`src/rtl/prog_sequencer.sv`:
```
// prog_sequencer
// Program sequencer for the 9-bit bus processor. Reads instruction words from a
// synchronous program ROM and hands them to the processor on DIN, holding Run
// high until the processor reports Done. For mvi the immediate word is fetched
// ahead of issue so DIN can switch to it in the processor's T1 step. A watchdog
// bounds how long an instruction may execute, and a reserved word halts the run.
module prog_sequencer #(
    parameter int unsigned ADDR_W    = 5,
    parameter logic [2:0]  MVI_OP    = 3'b001,
    parameter logic [8:0]  HALT_WORD = 9'b111111111,
    parameter int unsigned TIMEOUT   = 15
) (
    input  logic              Clock,
    input  logic              Resetn,
    input  logic              Start,
    input  logic              Abort,
    output logic [ADDR_W-1:0] rom_addr,
    input  logic [8:0]        rom_data,
    output logic [8:0]        DIN,
    output logic              Run,
    input  logic              Done,
    output logic              Busy,
    output logic              Halted,
    output logic              Error,
    output logic [ADDR_W-1:0] pc,
    output logic [7:0]        instr_count
);

    // Wide enough to hold TIMEOUT itself.
    localparam int unsigned WD_W = $clog2(TIMEOUT + 1);

    typedef enum logic [3:0] {
        S_IDLE,
        S_FETCH_I,
        S_LATCH_I,
        S_FETCH_M,
        S_LATCH_M,
        S_ISSUE,
        S_EXEC,
        S_HALTED,
        S_ERROR
    } state_t;

    state_t state;
    state_t next_state;

    // Instruction word, its immediate (mvi only) and the decoded mvi flag.
    logic [8:0]        instr;
    logic [8:0]        imm;
    logic              is_mvi;

    // Cycles spent in EXEC for the current instruction.
    logic [WD_W-1:0]   wd;

    // Next values of the registered processor-facing outputs.
    logic [8:0]        din_d;
    logic              run_d;
    logic              busy_d;
    logic              halted_d;
    logic              error_d;

    logic              wd_expired;
    logic              fetch_is_halt;
    logic              fetch_is_mvi;
    logic [ADDR_W-1:0] pc_step;

    // The increment on this cycle would bring the watchdog to TIMEOUT.
    assign wd_expired    = (wd == WD_W'(TIMEOUT - 1));
    assign fetch_is_halt = (rom_data == HALT_WORD);
    assign fetch_is_mvi  = (rom_data[8:6] == MVI_OP);
    // An mvi occupies two ROM words, so it advances pc by two.
    assign pc_step       = is_mvi ? ADDR_W'(2) : ADDR_W'(1);

    // State register.
    // NOTE: clocked blocks use non-blocking assignments so every register samples
    // pre-edge values, independent of block ordering in simulation.
    always_ff @(posedge Clock or negedge Resetn) begin
        if (!Resetn) begin
            state <= S_IDLE;
        end else begin
            state <= next_state;
        end
    end

    // Next-state decode; Abort overrides every other request.
    // NOTE: each combinational block assigns its outputs a default first so that no
    // path through the case statements leaves a value unassigned (no latches).
    always_comb begin
        next_state = state;
        if (Abort) begin
            next_state = S_IDLE;
        end else begin
            unique case (state)
                S_IDLE, S_HALTED, S_ERROR: begin
                    if (Start) begin
                        next_state = S_FETCH_I;
                    end
                end
                S_FETCH_I: next_state = S_LATCH_I;
                S_LATCH_I: begin
                    if (fetch_is_halt) begin
                        next_state = S_HALTED;
                    end else if (fetch_is_mvi) begin
                        next_state = S_FETCH_M;
                    end else begin
                        next_state = S_ISSUE;
                    end
                end
                S_FETCH_M: next_state = S_LATCH_M;
                S_LATCH_M: next_state = S_ISSUE;
                S_ISSUE:   next_state = S_EXEC;
                S_EXEC: begin
                    // Done wins over an expiring watchdog in the same cycle.
                    if (Done) begin
                        next_state = S_FETCH_I;
                    end else if (wd_expired) begin
                        next_state = S_ERROR;
                    end
                end
                default:   next_state = S_IDLE;
            endcase
        end
    end

    // Output decode: ROM address from state/pc, plus next values of the
    // registered outputs, so each output register tracks the state it enters.
    always_comb begin
        rom_addr = pc;
        din_d    = '0;
        run_d    = 1'b0;
        busy_d   = 1'b0;
        halted_d = 1'b0;
        error_d  = 1'b0;

        // The immediate sits in the word after the opcode, wrapping at the top.
        if (state == S_FETCH_M) begin
            rom_addr = pc + 1'b1;
        end

        run_d = (next_state == S_EXEC);
        if (run_d) begin
            // First Run cycle carries the opcode (T0); mvi then switches to the
            // immediate for the rest of EXEC.
            din_d = (state == S_ISSUE || !is_mvi) ? instr : imm;
        end

        busy_d   = !(next_state inside {S_IDLE, S_HALTED, S_ERROR});
        halted_d = (next_state == S_HALTED);
        error_d  = (next_state == S_ERROR);
    end

    // Registered processor-facing and status outputs.
    always_ff @(posedge Clock or negedge Resetn) begin
        if (!Resetn) begin
            DIN    <= '0;
            Run    <= 1'b0;
            Busy   <= 1'b0;
            Halted <= 1'b0;
            Error  <= 1'b0;
        end else begin
            DIN    <= din_d;
            Run    <= run_d;
            Busy   <= busy_d;
            Halted <= halted_d;
            Error  <= error_d;
        end
    end

    // Datapath: program counter, instruction count, fetched words and watchdog.
    // NOTE: the fetched-word registers are reset along with the control state; they
    // are only a few flops, and a known value keeps DIN clean after reset.
    always_ff @(posedge Clock or negedge Resetn) begin
        if (!Resetn) begin
            pc          <= '0;
            instr_count <= '0;
            instr       <= '0;
            imm         <= '0;
            is_mvi      <= 1'b0;
            wd          <= '0;
        end else if (!Abort) begin
            unique case (state)
                S_IDLE, S_HALTED, S_ERROR: begin
                    if (Start) begin
                        pc          <= '0;
                        instr_count <= '0;
                    end
                end
                S_LATCH_I: begin
                    instr  <= rom_data;
                    is_mvi <= fetch_is_mvi;
                end
                S_LATCH_M: begin
                    imm <= rom_data;
                end
                S_ISSUE: begin
                    wd <= '0;
                end
                S_EXEC: begin
                    wd <= wd + 1'b1;
                    if (Done) begin
                        pc <= pc + pc_step;
                        if (instr_count != 8'hFF) begin
                            instr_count <= instr_count + 8'd1;
                        end
                    end
                end
                default: ;
            endcase
        end
    end

    // Structural invariants of the outputs.
    a_run_busy : assert property (@(posedge Clock) disable iff (!Resetn) Run |-> Busy);
    a_status   : assert property (@(posedge Clock) disable iff (!Resetn) $onehot0({Busy, Halted, Error}));
    a_din_idle : assert property (@(posedge Clock) disable iff (!Resetn) !Run |-> (DIN == 9'h000));
    a_issue_1c : assert property (@(posedge Clock) disable iff (!Resetn)
                                  (state == S_ISSUE) |=> (state inside {S_EXEC, S_IDLE}));
    a_abort    : assert property (@(posedge Clock) disable iff (!Resetn) Abort |=> (state == S_IDLE));

endmodule

```
`config.mk`:
```
export PLATFORM = sky130hd
export DESIGN_NAME = prog_sequencer
export DESIGN_NICKNAME = d
export VERILOG_FILES = /design/src/rtl/prog_sequencer.sv
export SDC_FILE = /design/constraint.sdc
export NUM_CORES = 1
export LEC_CHECK = 0
export ABC_AREA = 1
export BUFFER_PORTS_ARGS = -buffer_cell sky130_fd_sc_hd__buf_2
export CAP_MARGIN = 20
export CORE_ASPECT_RATIO = 2
export CORE_MARGIN = 5
export CORE_UTILIZATION = 58
export CTS_BUF_LIST = sky130_fd_sc_hd__clkbuf_2
export DETAILED_ROUTE_END_ITERATION = 8
export PLACE_DENSITY = 0.86
export SLEW_MARGIN = 20
export SYNTH_ARGS = -nofsm -noshare
export SYNTH_HDL_FRONTEND = slang
export SYNTH_SLANG_ARGS = --single-unit
```
`constraint.sdc`:
```
create_clock -name Clock -period 2.1 [get_ports Clock]
set_clock_uncertainty 0.2 [all_clocks]
set_input_delay 0.105 -clock Clock [delete_from_list [all_inputs] [get_ports Clock]]
set_output_delay 0.105 -clock Clock [all_outputs]
set_load 0.05 [all_outputs]
```
==> results.toml, run 1 <==
[clock_network]
clk_pin_slew_worst_paths_ps = 270
h-tree-depth = 2
cts.sinks = 53
cts-root-buf = "clkbuf_2"
cts_tree = "done"
clk_path_buf_depth = 2
clock_latency_ps = 460
cts_inserted_buffers = 5

[min_path]
min_path_type = "input port to register"

[global_routing]
antenna_found_initial = 0
grt_use_total_pct = 23.5
overflow = 0
grt_pass1_wl_um = 11300
grt_max_degree = 32
grt_pass1_vias = 2523

[timing]
fmax_ghz = 0.453
tightest_slew_ps = 546
drv_slew = 0
rsz0062_at_grt = "true"
setup_violations = 1
maxSlewHeadroom_pct = 63.5
setup_ws_ps = -109
hold_violations = 0
post-route-period-util_pct = 105
final.min_clock_period_ps = 2210
tns_ps = -109

[route]
vias_per_cell = 5.45
finalWirelength_um = 7010
ant_nets = 0
post-route-drc-count = 0
vias = 2469
drt-initial-drc-count = 129
wire_per_inst_um = 15.5
drt-pass1-iter-count = 5

[logic_synthesis]
synth_area_sq_mm = 0.00276
synth_compound_area_share_pct = 9.61
synth_nets = 336
synthDistinctLibCells = 33
synth_warnings = 0
synth-seq-area-share_pct = 48.1
synth_top_family_by_area = "simple AND/OR/NAND/NOR gates"
synth_seq_cells = 53
syn_avg_cell_area_sq_um = 8.76
yosys.area_share.adder_pct = 3.45
synth.area.mux_share_pct = 4.08
yosys.area_share.simple_pct = 25.4
synth_xor_area_share_pct = 2.54
synth_cells = 315

[worst_setup_path]
crit_chain = "inv_2, nand2_2, nor2_4, buf_6, nand4_1, xor2_1, buf_4"
cp.required_ps = 1790
crit_path_top_delay_cell = "dfrtp_1"
path_buf_inv = 3
startpoint_type = "register"
r2r_slack_ps = 60
cp_max_fo = 5
cpPeakStageDelay_ps = 460
crit_family = "flip-flops"
worstSetupPathType = "register to output pin"
endpoint_kind = "output pin"
cp_data_arrival_time_ps = 1900

[placement]
placed_area_sq_mm = 0.00308
portBuffers = 44
gp_congestion = 0.932
detailedPlacementHpwl_um = 4790

[floorplan]
dieWidth_um = 58.8
rows = 35
start_util_pct = 60.0
coreArea_sq_mm = 0.00460
io_pins = 45
dieArea_sq_mm = 0.00632
fp.dieH_um = 108

[cells_and_area]
nNetsFinal = 418
synthToLayoutAreaGrowth_pct = 26.2
stdcell_area_sq_mm = 0.00348
drive_gt1_share_pct = 33.7
num_antenna_cells = 0
nFillCells = 335
fin_util_pct = 75.7

[run_status]
violations = "negative setup slack"
status = "finished with violations"

[job]
cap_violations = 0

[power]
cellPowerDensity_mw_per_mm2 = 966
vdd_ir_drop_max_v = 0.000711
p_leak_nw = 1.86
-- cells in the mapped netlist --
| cell type | instances | share of area (%) |
|---|---|---|
| nand2_1 | 63 | 8.6 |
| dfrtp_1 | 53 | 48 |
| nor2_1 | 37 | 5.0 |
| inv_1 | 35 | 4.8 |
| o21ai_0 | 28 | 5.1 |
| nand3_1 | 13 | 2.4 |
| mux2_2 | 10 | 4.1 |
| nand2_2 | 7 | 1.6 |
| nand4_1 | 7 | 1.6 |
| xor2_1 | 7 | 2.2 |
| a21oi_1 | 6 | 1.1 |
| ha_1 | 6 | 2.7 |
| o21ai_2 | 6 | 1.9 |
| clkbuf_1 | 4 | 0.54 |
| inv_2 | 4 | 0.54 |
| nand2_4 | 3 | 1.2 |
| nor2_2 | 3 | 0.68 |
| nor3_1 | 3 | 0.54 |
| or2_2 | 3 | 0.68 |
| buf_6 | 2 | 0.82 |
| nor2_4 | 2 | 0.82 |
| o21a_1 | 2 | 0.54 |
| a31oi_1 | 1 | 0.23 |
| buf_2 | 1 | 0.18 |
| fa_1 | 1 | 0.73 |
| nand3_2 | 1 | 0.36 |
| nand3b_1 | 1 | 0.27 |
| nand4_4 | 1 | 0.77 |
| nor2_8 | 1 | 0.73 |
| o21ai_1 | 1 | 0.18 |
| o21ai_4 | 1 | 0.59 |
| or2_1 | 1 | 0.23 |
| xnor2_1 | 1 | 0.32 |
-- per-layer routing --
layer  vias up  routed length [um]  part of all wire (%)  global-route usage, %
li1       1169                   -                     -                      -
met1      1201                2370                    34                   23.0
met2        73                4130                    59                   44.6
met3        26                 249                   3.6                   3.48
met4         0                 256                   3.7                   12.0
met5         -                   0                     0                      0
-- registers in the layout, indices dropped and copies added, names as in the netlist --
name and flops:
state 4, Error 1, Busy 1, Run 1
pc 5, DIN 9, imm 9, instr_count 8
instr 9, is_mvi 1, wd 4, Halted 1
-- layout by cell type, fill, tap and decap left out, drive strengths merged --
| cell | n |
|---|---|
| inv | 41 |
| buf | 65 |
| a31oi | 1 |
| o21a | 2 |
| xnor2 | 1 |
| nand2 | 73 |
| nand4 | 8 |
| fa | 1 |
| or2 | 4 |
| nor3 | 3 |
| mux2 | 10 |
| ha | 6 |
| dlygate4sd3 | 15 |
| nor2 | 43 |
| a21oi | 6 |
| nand3b | 1 |
| clkbuf | 6 |
| dfrtp | 53 |
| o21ai | 37 |
| clkinv | 1 |
| xor2 | 7 |
| nand3 | 14 |
-- metrics by stage --
step           instances  setup WS [ps]  power, mW  hold WS, ps
2_1_floorplan        315           2.56       2.39         -391
3_3_place_gp         416            182       2.65         -274
3_5_place_dp         416            144       2.69         -273
4_1_cts              443          -75.0       3.20          106
5_1_grt              453           -196       3.60         89.3
6_report             453           -109       3.36          130
-- cells by family after synthesis --
kind of cell               count (synthesis)
and+or+nand+nor                          146
DFF                                       53
buffers and inverters                     46
AOI/OAI and AO/OA                         45
muxes                                     10
xor gates and xnor gates                   8
adders and majority gates                  7
-- worst min-delay path, delay by kind of cell --
family | cells | cell delay [ps]
simple gates | 1 | 50
buf+inv | 2 | 620
-- layout make-up --
| type | instances | area, sq um | share of cell area (%) |
|---|---|---|---|
| Sequential cell | 53 | 1330 | 38.2 |
| Multi-Input combinational cell | 217 | 1320 | 37.9 |
| Timing Repair Buffer | 81 | 563 | 16.2 |
| Inverter | 39 | 146 | 4.20 |
| Tap cell | 55 | 68.8 | 1.98 |
| Clock inverter | 3 | 28.8 | 0.826 |
| Clock buffer | 5 | 25.0 | 0.719 |
-- repair_timing --
action,4_1_cts,5_1_grt
setup buffers,5,9
resized for setup,13,14
pin swaps,4,9
endpoints found under the hold margin,79,0
setup endpoints to repair,5,23
hold buffers,15,0
gates cloned,0,1
-- final timing paths --
path | start | end | cells past startpoint
max | state[2]$_DFF_PN0_ | rom_addr[3] | 7
min | Abort | state[1]$_DFF_PN0_ | 3
max reg2reg | pc[0]$_DFFE_PN0P_ | pc[4]$_DFFE_PN0P_ | 6
min reg2reg | imm[8]$_DFFE_PN0P_ | imm[8]$_DFFE_PN0P_ | 2
max in group asynchronous | Resetn | state[1]$_DFF_PN0_ | 5
min in group asynchronous | Resetn | imm[3]$_DFFE_PN0P_ | 4
-- where the power goes --
part	total, mW	internal [mW]	switching, mW
registers	1.40	1.25	0.150
logic	1.50	0.593	0.908
clock network	0.462	0.0996	0.362
Power figures use the tool's default switching activity.
==> run 2, diff against run 1 <==
- CORE_MARGIN: 5 -> 2
- SKIP_LAST_GASP: unset -> 1
==> results.toml, run 2 (synthesis results as in run 1) <==
[timing]
final.min_clock_period_ps = 2140
post-route-period-util_pct = 102
setup_violations = 1
fmax_ghz = 0.468
drv_slew = 0
setup_ws_ps = -38.2
maxSlewHeadroom_pct = 39.8
rsz0062_at_grt = "true"
hold_violations = 0
tightest_slew_ps = 900

[cells_and_area]
final_common_cell = "nand2_1"
reg.largest.list = "DIN x9, imm x9, instr x9"
synthToLayoutAreaGrowth_pct = 23.4
num_antenna_cells = 0
drive_gt1_share_pct = 31.4
nFillCells = 335
final_cell_mix = "60 x nand2_1, 50 x dfrtp_1, 40 x buf_2"
stdcell_area_sq_mm = 0.00341
nNetsFinal = 412

[power]
finalPower_mw = 3.22
share_seq_of_total_power_pct = 42.9
switching_share_pct = 41.8
comb_power_share_pct = 44.3
p_int_mw = 1.87
switchingPower_mw = 1.34
clock_power_share_pct = 12.8
vdd_ir_drop_max_v = 0.000634
p_leak_nw = 1.82
cellPowerDensity_mw_per_mm2 = 944

[job]
cap_violations = 0

[floorplan]
dieArea_sq_mm = 0.00536
fp.dieH_um = 102
rows = 35
coreArea_sq_mm = 0.00460
dieWidth_um = 52.8
io_pins = 45
start_util_pct = 60.0

[min_path]
min_path_type = "input port to register"

[clock_network]
cts_inserted_buffers = 5
h-tree-depth = 2
cts.sinks = 53
cts-root-buf = "clkbuf_2"
clk_pin_slew_worst_paths_ps = 270
clk_path_buf_depth = 2
cts_tree = "done"
clock_latency_ps = 450

[route]
drt-pass1-iter-count = 5
ant_nets = 0
post-route-drc-count = 0
vias = 2412
drt-initial-drc-count = 35
wire_per_inst_um = 14.7
vias_per_cell = 5.40
finalWirelength_um = 6590

[worst_setup_path]
r2r_slack_ps = 80
cp.required_ps = 1790
worstSetupPathType = "register to output pin"
startpoint_type = "register"
cp_data_arrival_time_ps = 1830
cp_max_fo = 5
endpoint_kind = "output pin"

[placement]
placed_area_sq_mm = 0.00307
detailedPlacementHpwl_um = 4530
gp_congestion = 0.904
portBuffers = 44

[run_status]
status = "finished with violations"
violations = "negative setup slack"

[global_routing]
overflow = 0
grt_max_degree = 21
antenna_found_initial = 0
grt_use_total_pct = 26.7
grt_pass1_vias = 2367
grt_pass1_wl_um = 10500
## run 2: repair_timing
item / CTS / global route
setup buffers: 7 / 3
cloned: 0 / 0
hold buffers: 15 / 0
pin swaps: 3 / 5
resized for setup: 12 / 9
hold endpoints to repair: 79 / 0
endpoints found under the setup margin: 5 / 26
## run 2: power by group through the flow
stage	Clock, mW	Combinational [mW]	Sequential, mW
final	0.413	1.42	1.38
after global routing	0.450	1.58	1.40
after CTS	0.420	1.37	1.37
after detailed placement	0	1.26	1.42
after global placement	0	1.23	1.41
after floorplan	0	0.937	1.46
## run 2: final cells by class
type                       count  area, sq um  share of cell area, %
sequential                    53         1330                   39.0
multi-input combinational    216         1300                   38.1
timing repair buffer          76          519                   15.2
inverter                      39          146                   4.30
tap                           55         68.8                   2.02
clock buffer                   6         30.0                  0.881
clock inverter                 2         15.0                  0.441
## run 2: through the flow
step                setup TNS [ps]  worst slack (ps)  cells  hold slack (ps)  util, %
finish                       -38.2             -38.2    447              137     74.1
global route                  -217              -135    447              158     74.1
CTS                          -39.2             -23.8    444              143     73.0
detailed placement               0               137    414             -114     66.7
global placement                 0               152    414             -118     66.7
floorplan                        0              2.56    315             -391        -
## run 2: worst max-delay path, cell delays in order, from the launching register on
cell     delay (ps)
dfrtp_1         470
inv_2            80
nand2_2          60
nor2_4          120
buf_6           130
nand4_1         110
xor2_1          180
buf_4           220
## run 2: final timing paths
path	depth (start not counted)	start	to
min in group asynchronous	4	Resetn	instr_count[4]$_DFFE_PN0P_
worst min-delay path	3	Abort	state[1]$_DFF_PN0_
worst max-delay path	7	state[2]$_DFF_PN0_	rom_addr[3]
worst min register to register	2	instr[0]$_DFFE_PN0P_	instr[0]$_DFFE_PN0P_
worst max register to register	9	state[0]$_DFF_PN0_	DIN[6]$_DFF_PN0_
max in group asynchronous	3	Resetn	imm[3]$_DFFE_PN0P_
## run 2: layer usage
layer,global-route usage (%),up-vias,share of wire [%]
li1,-,1156,-
met1,27.6,1159,36
met2,49.3,68,56
met3,3.39,29,2.7
met4,15.0,0,4.9
met5,0,-,0
